--- config.mk ---
export PLATFORM = sky130hd
export DESIGN_NAME = spi_reg_loader_flat
export DESIGN_NICKNAME = d
export VERILOG_FILES = /design/src/rtl/spi_reg_loader_if.sv /design/src/rtl/spi_reg_loader.sv /design/src/flat_wrapper.sv
export SDC_FILE = /design/constraint.sdc
export NUM_CORES = 1
export LEC_CHECK = 0
export BUFFER_PORTS_ARGS = -buffer_cell sky130_fd_sc_hd__buf_2
export CORE_UTILIZATION = 30
export DETAILED_ROUTE_END_ITERATION = 10
export PLACE_DENSITY_LB_ADDON = 0.25
export SLEW_MARGIN = 20
export SYNTH_ARGS = -nofsm -noshare
export SYNTH_HDL_FRONTEND = slang
export SYNTH_SLANG_ARGS = --single-unit
export TNS_END_PERCENT = 20
--- constraint.sdc ---
create_clock -name clk -period 2.2 [get_ports clk]
set_clock_uncertainty 0.2 [all_clocks]
set_input_delay 0.44 -clock clk [delete_from_list [all_inputs] [get_ports clk]]
set_output_delay 0.44 -clock clk [all_outputs]
set_load 0.02 [all_outputs]
--- src/rtl/spi_reg_loader_if.sv ---
// SPI pin bundle plus the register-write port that spi_reg_loader drives.
// The slave modport is the loader's view; master is the driver/consumer side.
interface spi_reg_loader_if #(
  parameter int unsigned ADDR_W = 6,
  parameter int unsigned DATA_W = 24
);
  logic              i_sclk;
  logic              i_mosi;
  logic              i_ss_n;
  logic              o_wr;
  logic [ADDR_W-1:0] o_wr_addr;
  logic [DATA_W-1:0] o_wr_data;

  modport slave (
    input  i_sclk, i_mosi, i_ss_n,
    output o_wr, o_wr_addr, o_wr_data
  );

  modport master (
    output i_sclk, i_mosi, i_ss_n,
    input  o_wr, o_wr_addr, o_wr_data
  );
endinterface

--- src/rtl/spi_reg_loader.sv ---
// SPI register-write receiver: synchronises the SPI pins, checks frame length,
// holds one pending write and commits it as a one-cycle strobe on vblank rise.
module spi_reg_loader #(
  parameter int unsigned ADDR_W      = 6,
  parameter int unsigned DATA_W      = 24,
  parameter int unsigned SYNC_STAGES = 2
) (
  input  logic                  clk,
  input  logic                  rst_n,
  spi_reg_loader_if.slave       bus,
  input  logic                  i_vblank,
  output logic                  o_pending,
  output logic                  o_err,
  output logic                  o_overrun
);

  localparam int unsigned FRAME_W = ADDR_W + DATA_W;
  localparam int unsigned CNT_W   = $clog2(FRAME_W + 2);
  localparam int unsigned FLUSH_W = $clog2(SYNC_STAGES + 1);
  localparam logic [CNT_W-1:0]   CNT_FULL   = CNT_W'(FRAME_W);
  localparam logic [CNT_W-1:0]   CNT_SAT    = CNT_W'(FRAME_W + 1);
  localparam logic [FLUSH_W-1:0] FLUSH_DONE = FLUSH_W'(SYNC_STAGES);

  typedef enum logic {IDLE, SHIFT} state_e;

  logic [SYNC_STAGES-1:0] sclk_sync_q, mosi_sync_q, ss_sync_q;
  logic                   sclk_prev_q, mosi_prev_q, ss_prev_q, vb_prev_q;
  logic [FLUSH_W-1:0]     flush_q, flush_d;
  logic                   armed_q, armed_d;

  state_e                 state_q, state_d;
  logic [CNT_W-1:0]       cnt_q, cnt_d;
  logic [FRAME_W-1:0]     shift_q, shift_d;
  logic                   pend_q, pend_d;
  logic [ADDR_W-1:0]      pend_addr_q, pend_addr_d;
  logic [DATA_W-1:0]      pend_data_q, pend_data_d;
  logic                   wr_q, wr_d;
  logic [ADDR_W-1:0]      wr_addr_q, wr_addr_d;
  logic [DATA_W-1:0]      wr_data_q, wr_data_d;
  logic                   err_q, err_d;
  logic                   ovr_q, ovr_d;

  logic sclk_s, ss_s, sclk_rise, ss_rise, ss_fall, vb_rise, commit, frame_ok;

  assign sclk_s    = sclk_sync_q[SYNC_STAGES-1];
  assign ss_s      = ss_sync_q[SYNC_STAGES-1];
  assign sclk_rise = sclk_s & ~sclk_prev_q;
  assign ss_rise   = ss_s & ~ss_prev_q;
  // A select held low across reset would look like a fresh falling edge once
  // the idle reset values flush out; only arm after a genuine high is seen.
  assign ss_fall   = armed_q & ~ss_s & ss_prev_q;
  assign vb_rise   = i_vblank & ~vb_prev_q;
  assign commit    = vb_rise & pend_q;

  always_ff @(posedge clk) begin
    if (!rst_n) begin
      sclk_sync_q <= '0;
      mosi_sync_q <= '0;
      ss_sync_q   <= '1;
      sclk_prev_q <= 1'b0;
      mosi_prev_q <= 1'b0;
      ss_prev_q   <= 1'b1;
      vb_prev_q   <= 1'b0;
      flush_q     <= '0;
      armed_q     <= 1'b0;
    end else begin
      sclk_sync_q <= {sclk_sync_q[SYNC_STAGES-2:0], bus.i_sclk};
      mosi_sync_q <= {mosi_sync_q[SYNC_STAGES-2:0], bus.i_mosi};
      ss_sync_q   <= {ss_sync_q[SYNC_STAGES-2:0], bus.i_ss_n};
      sclk_prev_q <= sclk_s;
      mosi_prev_q <= mosi_sync_q[SYNC_STAGES-1];
      ss_prev_q   <= ss_s;
      vb_prev_q   <= i_vblank;
      flush_q     <= flush_d;
      armed_q     <= armed_d;
    end
  end

  always_ff @(posedge clk) begin
    if (!rst_n) begin
      state_q     <= IDLE;
      cnt_q       <= '0;
      shift_q     <= '0;
      pend_q      <= 1'b0;
      pend_addr_q <= '0;
      pend_data_q <= '0;
      wr_q        <= 1'b0;
      wr_addr_q   <= '0;
      wr_data_q   <= '0;
      err_q       <= 1'b0;
      ovr_q       <= 1'b0;
    end else begin
      state_q     <= state_d;
      cnt_q       <= cnt_d;
      shift_q     <= shift_d;
      pend_q      <= pend_d;
      pend_addr_q <= pend_addr_d;
      pend_data_q <= pend_data_d;
      wr_q        <= wr_d;
      wr_addr_q   <= wr_addr_d;
      wr_data_q   <= wr_data_d;
      err_q       <= err_d;
      ovr_q       <= ovr_d;
    end
  end

  always_comb begin
    flush_d     = (flush_q == FLUSH_DONE) ? flush_q : flush_q + FLUSH_W'(1);
    armed_d     = armed_q | ((flush_q == FLUSH_DONE) & ss_s);
    state_d     = state_q;
    cnt_d       = cnt_q;
    shift_d     = shift_q;
    pend_d      = pend_q;
    pend_addr_d = pend_addr_q;
    pend_data_d = pend_data_q;
    wr_d        = 1'b0;
    wr_addr_d   = '0;
    wr_data_d   = '0;
    err_d       = 1'b0;
    ovr_d       = 1'b0;
    frame_ok    = 1'b0;

    if (commit) begin
      wr_d      = 1'b1;
      wr_addr_d = pend_addr_q;
      wr_data_d = pend_data_q;
      pend_d    = 1'b0;
    end

    case (state_q)
      IDLE: begin
        if (ss_fall) begin
          state_d = SHIFT;
          cnt_d   = '0;
        end
      end
      SHIFT: begin
        if (ss_rise) begin
          state_d = IDLE;
          if (cnt_q == CNT_FULL) frame_ok = 1'b1;
          else                   err_d    = 1'b1;
        end else if (sclk_rise) begin
          // mosi is taken from its history flop: one cycle older than the
          // sclk edge, well inside the data-stable half period.
          shift_d = {shift_q[FRAME_W-2:0], mosi_prev_q};
          if (cnt_q != CNT_SAT) cnt_d = cnt_q + CNT_W'(1);
        end
      end
      default: state_d = IDLE;
    endcase

    if (frame_ok) begin
      pend_d      = 1'b1;
      pend_addr_d = shift_q[FRAME_W-1:DATA_W];
      pend_data_d = shift_q[DATA_W-1:0];
      ovr_d       = pend_q & ~commit;
    end
  end

  assign bus.o_wr      = wr_q;
  assign bus.o_wr_addr = wr_addr_q;
  assign bus.o_wr_data = wr_data_q;
  assign o_pending     = pend_q;
  assign o_err         = err_q;
  assign o_overrun     = ovr_q;

endmodule
--- src/flat_wrapper.sv ---
// flat-port wrapper written by rule: the top's interface ports become plain ports
module spi_reg_loader_flat 
#(
  parameter int unsigned ADDR_W      = 6,
  parameter int unsigned DATA_W      = 24,
  parameter int unsigned SYNC_STAGES = 2
)
  (clk, rst_n, i_vblank, o_pending, o_err, o_overrun, bus_i_sclk, bus_i_mosi, bus_i_ss_n, bus_o_wr, bus_o_wr_addr, bus_o_wr_data);
  spi_reg_loader_if #(.ADDR_W(ADDR_W), .DATA_W(DATA_W)) bus_i ();
  input  logic clk;
  input  logic rst_n;
  input  logic i_vblank;
  output logic o_pending;
  output logic o_err;
  output logic o_overrun;
  input wire logic [$bits(bus_i.i_sclk)-1:0] bus_i_sclk;
  input wire logic [$bits(bus_i.i_mosi)-1:0] bus_i_mosi;
  input wire logic [$bits(bus_i.i_ss_n)-1:0] bus_i_ss_n;
  output wire logic [$bits(bus_i.o_wr)-1:0] bus_o_wr;
  output wire logic [$bits(bus_i.o_wr_addr)-1:0] bus_o_wr_addr;
  output wire logic [$bits(bus_i.o_wr_data)-1:0] bus_o_wr_data;
  assign bus_i.i_sclk = bus_i_sclk;
  assign bus_i.i_mosi = bus_i_mosi;
  assign bus_i.i_ss_n = bus_i_ss_n;
  assign bus_o_wr = bus_i.o_wr;
  assign bus_o_wr_addr = bus_i.o_wr_addr;
  assign bus_o_wr_data = bus_i.o_wr_data;
  spi_reg_loader #(.ADDR_W(ADDR_W), .DATA_W(DATA_W), .SYNC_STAGES(SYNC_STAGES)) u_core (.clk(clk), .rst_n(rst_n), .bus(bus_i), .i_vblank(i_vblank), .o_pending(o_pending), .o_err(o_err), .o_overrun(o_overrun));
endmodule
# Word level (Yosys, flattened, before mapping)
# Cells that the tools add are included.
# Widths: inputs -> output; s select.
# word_totals
output_inout_bits	34
register_bits	113
input_bits	6
# classes
eq_ne	7
n_reduce_logical	6
mux	15
n_bitwise	16
add_sub_neg	2
# ops
operator	n
$mux 5	4
$pmux 5 s2	1
$mux 1	9
$and 1x1->1	8
$not 1->1	7
$ne 2x2->1 const B	3
$reduce_and 3->1	2
$add 5x1->5 const B	1
$eq 5x5->1 const B	1
$ne 5x5->1 const B	1
$reduce_and 2->1	2
$reduce_and 4->1	1
$add 2x1->2 const B	1
$eq 2x2->1 const B	1
$ne 2x1->1 const B	1
$pmux 1 s2	1
$reduce_bool 2->1	1
$or 1x1->1	1

# Longest topological paths before layout
# Gate-level depths: netlist of run 1.
# depth
ltp_word	5
ltp_mapped	7
ltp_nobuf	6

# Worst setup path before layout of run 1
# Ideal clock, no wire load.
# synth_timing
path_kind	flip-flop to flip-flop
start	register u_core.cnt_q[0]
end	register u_core.cnt_q[3]
setup_ns	0.091
setup_slack_ns	0.051
arrival_ns	1.858
synth_period_minus_slack_ns	2.149
required_time_ns	1.909
path_stages_with_launch	7
path_cell_list	dfxtp_1 > ha_1 > and3_1 > ha_1 > or3b_4 > o41a_1 > a311oi_1
# synth_between
elab_chain_len	5
# synth_rtl
item	line_no	source
start, declared	spi_reg_loader.sv:32	logic [CNT_W-1:0] cnt_q, cnt_d;
start signal, assigned	spi_reg_loader.sv:94	cnt_q <= cnt_d;
$add 5x1->5	spi_reg_loader.sv:146	if (cnt_q != CNT_SAT) cnt_d = cnt_q + CNT_W'(1);
$mux 5	spi_reg_loader.sv:146	
$mux 5	spi_reg_loader.sv:142	end else if (sclk_rise) begin
$mux 5	spi_reg_loader.sv:138	if (ss_rise) begin
$pmux 5 s2	spi_reg_loader.sv:130	case (state_q)
# Parallel ways exist; a longest one is shown, timed or not. The select of a mux whose other input is x is not followed.
# A chain may end at the register's enable or synchronous reset.

# Worst setup path after layout of run 1
# layout_timing
start	register u_core.cnt_q[0]
end	register u_core.cnt_q[1]
# The elaborated chain is that of the path after synthesis.

==> results of run 1 <==
-- synthesized netlist by cell type (4+ instances only) --
master and number:
o31ai_1 33, buf_2 11, clkbuf_1 34, ha_1 4, nand2_1 8, dfxtp_1 113, o21ai_0 31, a21oi_1 64
nand2b_1 4, inv_1 5, nand3_1 33, nor2_1 5, nand4_1 31, and2_1 37
-- metal layers --
metal	share of wire, %	up-vias	GRT usage [%]
li1	-	1643	-
met5	0	-	0
met1	48	1470	17.3
met3	6.1	15	4.73
met4	1.8	0	6.96
met2	44	98	20.0
-- stage by stage --
| step | utilization, % | setup TNS (ns) | instance area [um2] |
|---|---|---|---|
| 6_report | 38.1 | 0 | 5060 |
| 5_1_grt | 38.1 | -0.103 | 5060 |
| 4_1_cts | 38.0 | 0 | 5060 |
| 3_5_place_dp | 33.7 | -0.123 | 4480 |
| 3_3_place_gp | 33.7 | 0 | 4480 |
| 2_1_floorplan | - | 0 | 4090 |
-- power groups by stage --
stage / Clock (W) / Combinational (W) / Sequential [W]
6_report: 0.00257 / 0.000166 / 0.00210
5_1_grt: 0.00271 / 0.000187 / 0.00210
4_1_cts: 0.00261 / 0.000166 / 0.00210
3_5_place_dp: 0 / 0.000163 / 0.00214
3_3_place_gp: 0 / 0.000154 / 0.00214
2_1_floorplan: 0 / 0.000124 / 0.00214
-- logic make-up after synthesis --
family / after synthesis / share of synthesized area [%]
AOI/OAI and AO/OA: 134 / 19.0
and+or+nand+nor: 132 / 18.9
DFF: 113 / 55.3
buffers and inverters: 52 / 5.11
adders and majority gates: 4 / 1.22
xor gates and xnor gates: 1 / 0.214
muxes: 1 / 0.245
-- flip-flops by register name (all words and copies together) (netlist names), 2 cells and up --
signal	count
u_core.shift_q	30
u_core.ss_sync_q	2
u_core.pend_data_q	24
u_core.bus.o_wr_addr	6
u_core.flush_q	2
u_core.cnt_q	5
u_core.pend_addr_q	6
u_core.sclk_sync_q	2
u_core.bus.o_wr_data	24
u_core.mosi_sync_q	2
-- final timing paths --
| kind | end | slack [ns] | cells past startpoint |
|---|---|---|---|
| max reg2reg | u_core.cnt_q[1] | 0.03 | 6 |
| min reg2reg | u_core.ss_sync_q[1] | 0.20 | 1 |
| min | u_core.mosi_sync_q[0] | 0.04 | 2 |
| max | u_core.cnt_q[1] | 0.03 | 6 |
-- critical path: stages, from the launching register on --
cell and delay [ns]:
dfxtp_1 0.31, ha_2 0.19, and3_1 0.19, ha_1 0.19
or3b_4 0.41, or3_4 0.38, o32ai_2 0.21
-- cell type report --
class,count,area [um2]
well taps,176,220
fillers,1373,8230
clock inverters,12,118
multi-input cells,272,1640
flip-flops and latches,113,2260
repair buffers,60,368
inverters,6,22.5
clock buffers,20,437
-- what timing repair did --
action | 4_1_cts | 5_1_grt
resized for setup | 2 | 1
setup buffers | 1 | 0
setup endpoints to repair | 5 | 4
hold endpoints to repair | 1 | 0
gates cloned | 0 | 0
hold buffers | 1 | 0
pin swaps | 1 | 1
==> impl_results.md, run 1 <==
* Switching Share at 21.7%
* Share of cells above drive strength 1 at 19.5%
* Comb pwr share at roughly 3.4%
* Hold path start: bus_i_mosi
* Io pins at 40
* FP Rows at 42
* Part of the power in registers at 43.5%
* Antenna violations before repair at 0
* Pin count of the biggest net entering global routing at 42
* Clock power frac at 53.1%
* Relative slew slack at 69.7%
* Slew @ Worst Pin at ~0.45 ns
* Gr usage total at 13.5%
* Total Power at 0.00483 W
* Number of remaining DRC errors at 0
* Max Slew Vio Count at 0
* Gp weighted congestion at 0.733
* Clock transition at path regs at 0.05 ns
* Via count of the routed design at 3,226
* Max cap viols at 0
* Worst Setup SP: u_core.cnt_q[0]
* Fin nets at 480
* HP Class: input pin to flop
* Full die area at 14,100 um2
* Cells after DPL at 625
* Final wirelength at 8.78 mm
* Period utilization at between 90% and 100%
* DRT Pass-1 Iters at 4
* H-tree levels at 4
* Fin Hold WS at about 0.037 ns
* Post-Layout Cell Count at 659
* Final hold violations at 0
* Top cells by area, synth: dfxtp_1 (55%), a21oi_1 (7.8%), o31ai_1 (6.1%)
* Commonest non-fill, non-tap cell in the layout: dfxtp_1
* CP Max Fanout at 4
* # port buffers at 39
* Die H at 119 um
* Clock root buffer: clkbuf_16
* Chip Width at between 100 and 150 um
* Distinct cells, synth at 33
* RR Startpoint: u_core.cnt_q[0]
* Post-synth EDFFs at 0
* PnR worst setup slack at 0.0255 ns
* Post-Syn Nets at between 400 and 500
* Fmax at 460 MHz
* WS Path Type: flop to flop
* WL/cell at ~13 um
* Critical Path Start Type: flop
* CTS sink cnt at 113
* Ys flop type: dfxtp_1
* Yosys reg bits at 113
* Post-synth top area cell: dfxtp_1
* Net switching power figure at 0.00105 W
* Int Pwr at 0.00378 W
* Syn avg cell area at 9.37 um2
* Most frequent cells in the layout: dfxtp_1 (113), a21oi_1 (64), buf_2 (39)
* Count of final setup violators at 0
* Core Box Area at approximately 13,000 um2
* Post-DR vias/cell at 4.90
* CTS tree: yes
* Pleak at 1.87 nW
* Initial core utilization at 30.8%
* N_diodes at 0
* Synth-to-layout area growth at 23.7%
* RSZ-0062 raised after global routing: yes
* Worst EP arrival at 2.29 ns
* Grt total ovfl at 0
* Maximum clock insertion buffer count at 2
* Yosys top cell area share at 55.3%
* Crit. End Element: flop
* Half-perimeter wire length after detailed placement at 5.16 mm
* PD cells at 955 nW/um2
* Min Tclk post-route at 2.17 ns
* Yosys warning count at 0
* FFs w/ async S/R, synth at 0%
* Initial DRC count at 184
* Synthesized cell area at 4090 um2
* Worst skew pair latency at 0.41 ns
* CTS buffer count at 17
* Sequential area share after synthesis at 55.3%
* Max IR drop VDD at 0.474 mV
* Antenna viol nets, final at 0
* Vias in the first global route at 3,131
* Status: complete, no violations
* Post-Syn Instances at about 440
* Critical Path RT at 2.32 ns
* Setup slack at placement at -0.0453 ns
* First-pass GRT wire length at roughly 15 mm
No activity file was read; power rests on OpenSTA's default activity.
==> run 2: changes to the inputs <==
CORE_UTILIZATION = 50   (was 30)
GPL_TIMING_DRIVEN = 0   (was unset)
==> impl_results.md, run 2 (synthesized netlist as in run 1, its figures left out) <==
* Status: complete, no violations
* Chip Width at 92.5 um
* RSZ-0062 raised after global routing: yes
* Most frequent cells in the layout: dfxtp_1 (111), a21oi_1 (64), buf_2 (50)
* First-pass GRT wire length at 15.3 mm
* Pleak at 1.94 nW
* Critical Path RT at ~2.4 ns
* Antenna violations before repair at 0
* Worst hold endpoint: u_core.ss_sync_q[0]
* Half-perimeter wire length after detailed placement at 5.88 mm
* Reg2reg setup slack at a little over 0.03 ns
* CTS sink cnt at between 100 and 150
* Slowest stage delay, CP at ~0.37 ns
* Max IR drop VDD at 0.550 mV
* Worst Setup SP: u_core.cnt_q[0]
* Maximum clock insertion buffer count at 2
* Hold Path Cell Cnt at 3
* Slew @ Worst Pin at 0.536 ns
* Relative slew slack at between 60 and 70%
* Worst EP arrival at 2.34 ns
* Die H at just over 90 um
* Initial core utilization at 52.4%
* Io pins at 40
* Post-DR vias/cell at approximately 5.6
* Total Power at 0.00503 W
* Period utilization at 98.6%
* CP Max Fanout at 4
* Min Tclk post-route at approximately 2.2 ns
* Pin count of the biggest net entering global routing at 17
* Crit Reg-Reg Endpoint: u_core.cnt_q[3]
* Number of remaining DRC errors at 0
* Commonest non-fill, non-tap cell in the layout: dfxtp_1
* DRT Pass-1 Iters at 5
* Max reg flops at 30
* R2R cell count at 8
* Fin Hold WS at roughly 0.14 ns
* Share of cells above drive strength 1 at a little under a fifth
* Max cap viols at 0
* CP max stage cell: or3b_4
* Count of final setup violators at 0
* Setup TNS at 0 ns
* RR Startpoint: u_core.cnt_q[0]
* Worst skew pair latency at 0.51 ns
* PnR worst setup slack at 0.0312 ns
* Synth-to-layout area growth at 26.3%
* Clock root buffer: clkbuf_8
* Final hold violations at 0
* Largest Register: u_core.shift_q
* PD cells at 973 nW/um2
* Fin util at 66.2%
* Cells along the critical path: ha_4 > and3_4 > ha_4 > or3b_4 > buf_4 > buf_4 > o31ai_2 > a311oi_1
* CTS tree: yes
* CTS buffer count at 17
* Fmax at around 460 MHz
* WS Path Type: flop to flop
* Full die area at roughly 8600 um2
* FP Rows at 32
* Vias in the first global route at around 3,300
* Gp weighted congestion at 0.816
* Max Slew Vio Count at 0
* Hold path start: rst_n
* HP Class: input pin to flop
* N_diodes at 0
* H-tree levels at 4
* Setup slack at placement at -0.152 ns
* Grt total ovfl at 0
* Gr usage total at 22.8%
* Antenna viol nets, final at 0
* Critical Path Start Type: flop
* Via count of the routed design at 3,450
* # port buffers at 39
* WL/cell at 14.7 um
* Crit. End Element: flop
* Clock transition at path regs at roughly 0.060 ns
* Fin nets at 514
* Initial DRC count at 298
* Final wirelength at between 9 and 10 mm
* Core Box Area at 7810 um2
## run 2: cell types whose count changed in the layout (fill, tap and decap cells not counted), moves of 3 or more
cell,previous run,this run
inv_6,0,3
dlygate4sd3_1,1,5
buf_2,39,50
clkinv_4,0,6
buf_4,19,4
clkbuf_1,3,34
clkinv_2,7,1
## run 2: worst max path at each step
stage               slack (ns)         endpoint
finish                    0.03  u_core.cnt_q[3]
detailed placement       -0.15  u_core.cnt_q[4]
global placement         -0.08  u_core.cnt_q[0]
global route             -0.02  u_core.cnt_q[3]
CTS                      0.005  u_core.cnt_q[1]
floorplan                 0.05  u_core.cnt_q[3]
## run 2: worst max-delay path, delay by kind of cell (launching register included)
family          cells  cell delay, ns
buf+inv             2            0.29
fa+ha+maj           2            0.29
flops               1            0.36
simple gates        2            0.55
compound gates      2            0.33
## run 2: routing by layer
layer	share of wire [%]	vias up	global-route usage (%)
met5	0	-	0
met4	1.4	0	8.98
met3	4.9	10	6.98
met2	49	100	36.7
met1	45	1621	28.5
li1	-	1719	-
## run 2: cell type report
class | count | area [um2]
Fill cell | 628 | 2640
Sequential cell | 113 | 2270
Multi-Input combinational cell | 272 | 1680
Clock buffer | 18 | 428
Timing Repair Buffer | 48 | 275
Buffer | 46 | 186
Clock inverter | 14 | 181
Tap cell | 102 | 128
Inverter | 6 | 22.5
## run 2: per-stage QoR
| stage | cell area (um2) | instances |
|---|---|---|
| floorplan | 4090 | 437 |
| global placement | 4420 | 578 |
| detailed placement | 4420 | 578 |
| CTS | 5150 | 619 |
| global route | 5170 | 619 |
| finish | 5170 | 619 |
## run 2: where the power goes
group,total [W],switching [W],internal [W]
Combinational,0.000178,0.000115,0.0000639
Clock,0.00275,0.000984,0.00177
Sequential,0.00210,0.0000178,0.00208
Total,0.00503,0.00112,0.00391
## run 2: timing repair
item,4_1_cts,5_1_grt
hold buffers,5,0
pin swaps,5,2
cloned,0,0
endpoints found under the setup margin,5,4
endpoints found under the hold margin,4,0
buffers inserted,4,0
resized for setup,10,3
